$ cat src/rtl/l1ca_sig_gen.sv
// GPS L1 C/A transmit baseband generator: one-SV PRN chip stream, optionally BPSK-modulated by nav bits.
// Nav handshake and modulation are built only when L1CA_NAV_MOD_EN is defined; otherwise the output is pure PRN.
module l1ca_sig_gen #(
   parameter int NCO_W          = 32,
   parameter int EPOCHS_PER_BIT = 20
) (
   input  logic             clk,
   input  logic             rst,
   input  logic             start,
   input  logic             stop,
   input  logic [4:0]       sv,
   input  logic [NCO_W-1:0] code_rate,
   input  logic [9:0]       code_phase_init,
   input  logic             nav_bit,
   input  logic             nav_valid,
   output logic             nav_ready,
   output logic [1:0]       sample_o,
   output logic [9:0]       chip_idx,
   output logic             epoch,
   output logic             bit_edge,
   output logic             busy,
   output logic             nav_underflow
);
   localparam logic [1:0]  S_IDLE    = 2'd0;
   localparam logic [1:0]  S_LOAD    = 2'd1;
   localparam logic [1:0]  S_RUN     = 2'd2;
   localparam logic [9:0]  LAST_CHIP = 10'd1022;
   localparam logic [10:1] LFSR_SEED = 10'h3FF;
   localparam logic [4:0]  EPB       = 5'(EPOCHS_PER_BIT);
   localparam logic [1:0]  SMP_POS   = 2'b01;
   localparam logic [1:0]  SMP_NEG   = 2'b11;
   localparam logic [1:0]  SMP_ZERO  = 2'b00;

   // G2 phase-select tap pair {t1,t2} for PRN sv+1.
   function automatic logic [7:0] phase_taps(input logic [4:0] s);
      logic [7:0] t;
      case (s)
         5'd0:    t = {4'd2, 4'd6};
         5'd1:    t = {4'd3, 4'd7};
         5'd2:    t = {4'd4, 4'd8};
         5'd3:    t = {4'd5, 4'd9};
         5'd4:    t = {4'd1, 4'd9};
         5'd5:    t = {4'd2, 4'd10};
         5'd6:    t = {4'd1, 4'd8};
         5'd7:    t = {4'd2, 4'd9};
         5'd8:    t = {4'd3, 4'd10};
         5'd9:    t = {4'd2, 4'd3};
         5'd10:   t = {4'd3, 4'd4};
         5'd11:   t = {4'd5, 4'd6};
         5'd12:   t = {4'd6, 4'd7};
         5'd13:   t = {4'd7, 4'd8};
         5'd14:   t = {4'd8, 4'd9};
         5'd15:   t = {4'd9, 4'd10};
         5'd16:   t = {4'd1, 4'd4};
         5'd17:   t = {4'd2, 4'd5};
         5'd18:   t = {4'd3, 4'd6};
         5'd19:   t = {4'd4, 4'd7};
         5'd20:   t = {4'd5, 4'd8};
         5'd21:   t = {4'd6, 4'd9};
         5'd22:   t = {4'd1, 4'd3};
         5'd23:   t = {4'd4, 4'd6};
         5'd24:   t = {4'd5, 4'd7};
         5'd25:   t = {4'd6, 4'd8};
         5'd26:   t = {4'd7, 4'd9};
         5'd27:   t = {4'd8, 4'd10};
         5'd28:   t = {4'd1, 4'd6};
         5'd29:   t = {4'd2, 4'd7};
         5'd30:   t = {4'd3, 4'd8};
         default: t = {4'd4, 4'd9};
      endcase
      return t;
   endfunction

   logic [1:0]       state_reg, state_next;
   logic [10:1]      g1_reg, g1_next, g2_reg, g2_next;
   logic [10:1]      g1_step, g2_step;
   logic [3:0]       t1_reg, t1_next, t2_reg, t2_next;
   logic [9:0]       phase_reg, phase_next;
   logic [9:0]       chip_idx_reg, chip_idx_next;
   logic [NCO_W-1:0] nco_reg, nco_next, nco_sum;
   logic             nco_carry;
   logic [4:0]       ectr_reg, ectr_next;
   logic             first_reg, first_next;
   logic [1:0]       sample_reg, sample_next;
   logic             epoch_reg, epoch_next;
   logic             chip_bit;
   logic             boundary;
   logic             nav_eff;
   logic [7:0]       taps_in;
   logic [9:0]       phase_in;

   assign {nco_carry, nco_sum} = {1'b0, nco_reg} + {1'b0, code_rate};
   assign g1_step  = {g1_reg[9:1], g1_reg[3] ^ g1_reg[10]};
   assign g2_step  = {g2_reg[9:1], g2_reg[2] ^ g2_reg[3] ^ g2_reg[6] ^ g2_reg[8] ^ g2_reg[9] ^ g2_reg[10]};
   assign chip_bit = g1_reg[10] ^ g2_reg[t1_reg] ^ g2_reg[t2_reg];
   assign taps_in  = phase_taps(sv);
   assign phase_in = (code_phase_init > LAST_CHIP) ? LAST_CHIP : code_phase_init;

   // Bit boundary: first RUN cycle, or the cycle after the EPB-th epoch wrap; stop/rst suppress the transfer.
   assign boundary = (state_reg == S_RUN) && (first_reg || (ectr_reg == EPB)) && !stop && !rst;

`ifdef L1CA_NAV_MOD_EN
   logic nav_reg, nav_next;
   logic underflow_reg, underflow_next;

   assign nav_eff = (boundary && nav_valid) ? nav_bit : nav_reg;

   always_comb begin
      nav_next       = nav_reg;
      underflow_next = underflow_reg;
      if (stop) begin
         nav_next = 1'b0;
      end else begin
         if ((state_reg == S_IDLE) && start) begin
            underflow_next = 1'b0;
         end
         if (boundary) begin
            if (nav_valid) begin
               nav_next = nav_bit;
            end else begin
               underflow_next = 1'b1;
            end
         end
      end
   end

   always_ff @(posedge clk) begin
      if (rst) begin
         nav_reg       <= 1'b0;
         underflow_reg <= 1'b0;
      end else begin
         nav_reg       <= nav_next;
         underflow_reg <= underflow_next;
      end
   end

   assign nav_ready     = boundary;
   assign bit_edge      = boundary;
   assign nav_underflow = underflow_reg;
`else
   logic nav_unused;
   assign nav_unused    = nav_bit ^ nav_valid;
   assign nav_eff       = 1'b0;
   assign nav_ready     = 1'b0;
   assign bit_edge      = 1'b0;
   assign nav_underflow = 1'b0;
`endif

   always_comb begin
      state_next    = state_reg;
      g1_next       = g1_reg;
      g2_next       = g2_reg;
      t1_next       = t1_reg;
      t2_next       = t2_reg;
      phase_next    = phase_reg;
      chip_idx_next = chip_idx_reg;
      nco_next      = nco_reg;
      ectr_next     = ectr_reg;
      first_next    = 1'b0;
      sample_next   = SMP_ZERO;
      epoch_next    = 1'b0;
      case (state_reg)
         S_IDLE: begin
            if (start) begin
               state_next         = S_LOAD;
               {t1_next, t2_next} = taps_in;
               phase_next         = phase_in;
               g1_next            = LFSR_SEED;
               g2_next            = LFSR_SEED;
               chip_idx_next      = 10'd0;
               nco_next           = '0;
               ectr_next          = 5'd0;
            end
         end
         S_LOAD: begin
            if (chip_idx_reg != phase_reg) begin
               g1_next       = g1_step;
               g2_next       = g2_step;
               chip_idx_next = chip_idx_reg + 10'd1;
            end
            if ((chip_idx_reg == phase_reg) || ((chip_idx_reg + 10'd1) == phase_reg)) begin
               state_next = S_RUN;
               first_next = 1'b1;
            end
         end
         S_RUN: begin
            nco_next    = nco_sum;
            sample_next = (chip_bit ^ nav_eff) ? SMP_NEG : SMP_POS;
            ectr_next   = boundary ? 5'd0 : ectr_reg;
            if (nco_carry) begin
               if (chip_idx_reg == LAST_CHIP) begin
                  chip_idx_next = 10'd0;
                  g1_next       = LFSR_SEED;
                  g2_next       = LFSR_SEED;
                  epoch_next    = 1'b1;
                  ectr_next     = ectr_next + 5'd1;
               end else begin
                  chip_idx_next = chip_idx_reg + 10'd1;
                  g1_next       = g1_step;
                  g2_next       = g2_step;
               end
            end
         end
         default: state_next = S_IDLE;
      endcase
      // stop overrides everything, including a start seen in IDLE.
      if (stop) begin
         state_next    = S_IDLE;
         g1_next       = LFSR_SEED;
         g2_next       = LFSR_SEED;
         chip_idx_next = 10'd0;
         nco_next      = '0;
         ectr_next     = 5'd0;
         first_next    = 1'b0;
         sample_next   = SMP_ZERO;
         epoch_next    = 1'b0;
      end
   end

   always_ff @(posedge clk) begin
      if (rst) begin
         state_reg    <= S_IDLE;
         g1_reg       <= LFSR_SEED;
         g2_reg       <= LFSR_SEED;
         t1_reg       <= 4'd2;
         t2_reg       <= 4'd6;
         phase_reg    <= 10'd0;
         chip_idx_reg <= 10'd0;
         nco_reg      <= '0;
         ectr_reg     <= 5'd0;
         first_reg    <= 1'b0;
         sample_reg   <= SMP_ZERO;
         epoch_reg    <= 1'b0;
      end else begin
         state_reg    <= state_next;
         g1_reg       <= g1_next;
         g2_reg       <= g2_next;
         t1_reg       <= t1_next;
         t2_reg       <= t2_next;
         phase_reg    <= phase_next;
         chip_idx_reg <= chip_idx_next;
         nco_reg      <= nco_next;
         ectr_reg     <= ectr_next;
         first_reg    <= first_next;
         sample_reg   <= sample_next;
         epoch_reg    <= epoch_next;
      end
   end

   assign sample_o = sample_reg;
   assign chip_idx = chip_idx_reg;
   assign epoch    = epoch_reg;
   assign busy     = (state_reg != S_IDLE);

endmodule
$ cat config.mk
export PLATFORM = sky130hd
export DESIGN_NAME = l1ca_sig_gen
export DESIGN_NICKNAME = d
export VERILOG_FILES = /design/src/rtl/l1ca_sig_gen.sv
export SDC_FILE = /design/constraint.sdc
export NUM_CORES = 1
export LEC_CHECK = 0
export ABC_AREA = 1
export ABC_CLOCK_PERIOD_IN_PS = 3200
export BUFFER_PORTS_ARGS = -buffer_cell sky130_fd_sc_hd__buf_2
export CORE_MARGIN = 5
export CORE_UTILIZATION = 55
export DETAILED_ROUTE_END_ITERATION = 16
export PLACE_DENSITY = 0.84
export RECOVER_POWER = 100
export SYNTH_ARGS = -nofsm -noshare
export SYNTH_HDL_FRONTEND = slang
export SYNTH_SLANG_ARGS = --single-unit
$ cat constraint.sdc
create_clock -name clk -period 3.2 [get_ports clk]
set_input_delay 0.64 -clock clk [delete_from_list [all_inputs] [get_ports clk]]
set_output_delay 0.64 -clock clk [all_outputs]
set_load 0.005 [all_outputs]
==> impl_metrics.yaml <==
global_routing:
  antenna_found_initial: 0
  grt_pass1_vias: 6797
  grt_max_degree: 38
  grt_overflow: 0
  grt_pass1_wl_mm: 30.3
  grtUsageTotal: 0.246
worst_setup_path:
  path_max_fanout: 22
  path_cells: "clkbuf_1 > ha_1 > fa_1 > nand2_1 > o21ai_0 > nand2_1 > nand2_1 > nand2_1 > nand2_2 > nand2_2 > nand3_4 > buf_4 > nand3_1 > nand2_1 > nor2_1"
  arrival_ns: 3.00
  crit_top_cell: "nand2_1"
  worstSetupEndpointType: "register"
  critPathMaxStageDelay_ns: 0.50
  cp-start-kind: "input pin"
  crit_type: "in -> reg"
  critPathRequiredTime_ns: 3.44
  slowest_stage: "o21ai_0"
clock_network:
  hold_buffers: 0
  numCtsBuffers: 9
  cts_buffer_depth: 2
  cts_tree: "yes"
  root_buffer: "clkbuf_16"
  postCtsSetupBuffers: 0
  path_clk_slew_ns: 0.07
  cts.sinks: 85
  cts.repair.resized: 0
  htreeDepth: 3
  clkLatencyLatePin_ns: 0.35
sta:
  hold_viol_final: 0
  tightest_slew_ns: 0.942
  max_clock_freq_ghz: 0.362
  fin_crit_sh: 0.864
  final.setup_skew_ns: 0.00570
  worst_slack_ns: 0.436
  finalCriticalPeriod_ns: 2.76
  tns_ns: 0
  slew_headroom: 0.372
  rsz0062_at_grt: "false"
  setup_violations: 0
  maxSlewViolCount: 0
logic_synthesis:
  ys_warn_count: 0
  synth_area_leaders: "dfxtp_1 (24%), nand2_1 (19%), a21oi_1 (8.4%)"
  yosys_register_bits: 85
  synth_area_per_cell_um2: 6.00
  synthFlopType: "dfxtp_1"
  synthCells: 1162
  synth.distinct_cells: 47
  synth_xor_area_frac: 0.0201
  synthSimpleGateAreaFrac: 0.375
  synthAdderAreaFrac: 0.0854
  synth_top_area_cell: "dfxtp_1"
  synth_top_family_by_area: "simple AND/OR/NAND/NOR gates"
  synth-compound-area-share: 0.166
  synth_top_area_share: 0.244
  syn-cell-area_mm2: 0.00697
  synthArstFlopShare: 0
  synth_edf_count: 0
  synth_mux_area_frac: 0
  synth-seq-area-share: 0.244
routing:
  drt-total-wl_mm: 18.2
  post_drt_wl_per_cell_um: 13.2
  drt_iter0_markers: 705
  ant_nets: 0
  drc: 0
  vias_per_cell: 5.52
  vias: 7631
  drt_first_pass_iters: 6
die:
  dieArea_mm2: 0.0150
  die_w_um: 123
  io_pins: 70
  fp-row-count: 41
  initial_core_util: 0.557
  die_h_um: 123
  core_area_mm2: 0.0125
place:
  place.detailed.hpwl_mm: 13.5
  gp_congestion: 0.996
  post-place-ws_ns: 0.457
  portBuffers: 64
power_and_ir_drop:
  power_frac_comb: 0.217
  vdd_ir_drop_max_mv: 0.461
  power_density_mw_per_mm2: 402
  switchingPower_mw: 0.945
  p_seq_frac: 0.380
  power.share.clock: 0.403
  p_int_mw: 2.14
  p_sw_frac: 0.307
  p_total_mw: 3.08
  p_leak_nw: 3.84
run_status:
  status: "complete, no violations"
cells_and_area:
  largest_reg_flops: 32
  layout_common_cells: "nand2_1 (360), inv_1 (140), a21oi_1 (117)"
  diodes: 0
  area_growth_pct: 9.94
  drive_gt1_frac: 0.0769
  nets: 1305
  layout_commonest_cell: "nand2_1"
worst_hold_path:
  hp-class: "reg -> reg"
run:
  cap_violations: 0
[power by group through the flow]
stage | logic (mW) | clock network (mW) | registers, mW
detailed placement | 0.665 | 0 | 1.19
global placement | 0.648 | 0 | 1.19
CTS | 0.672 | 1.26 | 1.17
global route | 0.765 | 1.29 | 1.18
finish | 0.670 | 1.24 | 1.17
floorplan | 0.531 | 0 | 1.17
[stage by stage]
step | hold slack, ns | instance area [um2] | instances | utilization
2_1_floorplan | 0.429 | 6980 | 1164 | -
3_3_place_gp | 0.440 | 7350 | 1366 | 0.588
3_5_place_dp | 0.447 | 7350 | 1366 | 0.588
4_1_cts | 0.466 | 7700 | 1382 | 0.616
5_1_grt | 0.487 | 7670 | 1382 | 0.612
6_report | 0.466 | 7670 | 1382 | 0.612
[metal layers]
metal	track usage	part of all wire	vias up	routed length (um)
li1	-	-	3853	-
met1	0.319	0.44	3451	7930
met2	0.413	0.47	279	8500
met3	0.0438	0.071	48	1290
met4	0.0854	0.026	0	480
met5	0	0	-	0
[critical path: cells and delay by family]
kind	cells	cell delay [ns]
buffers and inverters	2	0.40
and+or+nand+nor	10	0.95
AOI/OAI and AO/OA	1	0.50
adders and majority gates	2	0.51
[cells in the mapped netlist (2+ instances only)]
cell type	n
xnor2_1	8
or2_2	3
a21o_1	3
nand3b_1	5
a211oi_1	3
a211o_1	2
nand2_1	359
xor2_1	8
buf_6	4
nand3_1	114
and2_1	2
o21ai_0	51
a21oi_2	2
buf_2	4
nor4_1	2
nand2_2	5
o221ai_1	2
nor2_1	95
buf_1	2
inv_2	5
nor3_1	14
o21bai_1	4
o31ai_1	2
dfxtp_1	85
inv_1	140
o211ai_1	14
ha_1	46
a21oi_1	117
nand3_2	2
buf_4	7
nand4_1	12
clkbuf_1	23
nor2_2	3
[cell families (layout without fill, tap and decap cells)]
kind of cell             count (synthesis)  in the layout
adder cells (fa/ha/maj)                 47             47
XOR/XNOR                                16             16
flip-flops                              85             85
AND/OR/NAND/NOR                        619            619
other                                    1              3
buffers and inverters                  186            232
AO/OA/AOI/OAI                          208            208
[final cells by class]
class / count / area, um2
multi-input cells: 893 / 4510
well taps: 172 / 215
clock buffers: 11 / 243
inverters: 145 / 544
clock inverters: 5 / 108
fillers: 1216 / 4850
repair buffers: 71 / 348
flip-flops and latches: 85 / 1700
[path summary, 6_finish.rpt]
| path | start | to | slack, ns | depth (start not counted) |
|---|---|---|---|---|
| worst min register to register | g1_reg[4]$_SDFFE_PP1P_ | g1_reg[4]$_SDFFE_PP1P_ | 0.47 | 2 |
| worst max-delay path | code_rate[0] | chip_idx[0]$_SDFFE_PP0P_ | 0.44 | 15 |
| worst min-delay path | g1_reg[4]$_SDFFE_PP1P_ | g1_reg[4]$_SDFFE_PP1P_ | 0.47 | 2 |
| worst max register to register | nco_reg[0]$_SDFFE_PP0P_ | chip_idx[0]$_SDFFE_PP0P_ | 0.54 | 14 |
Power figures use the tool's default switching activity.
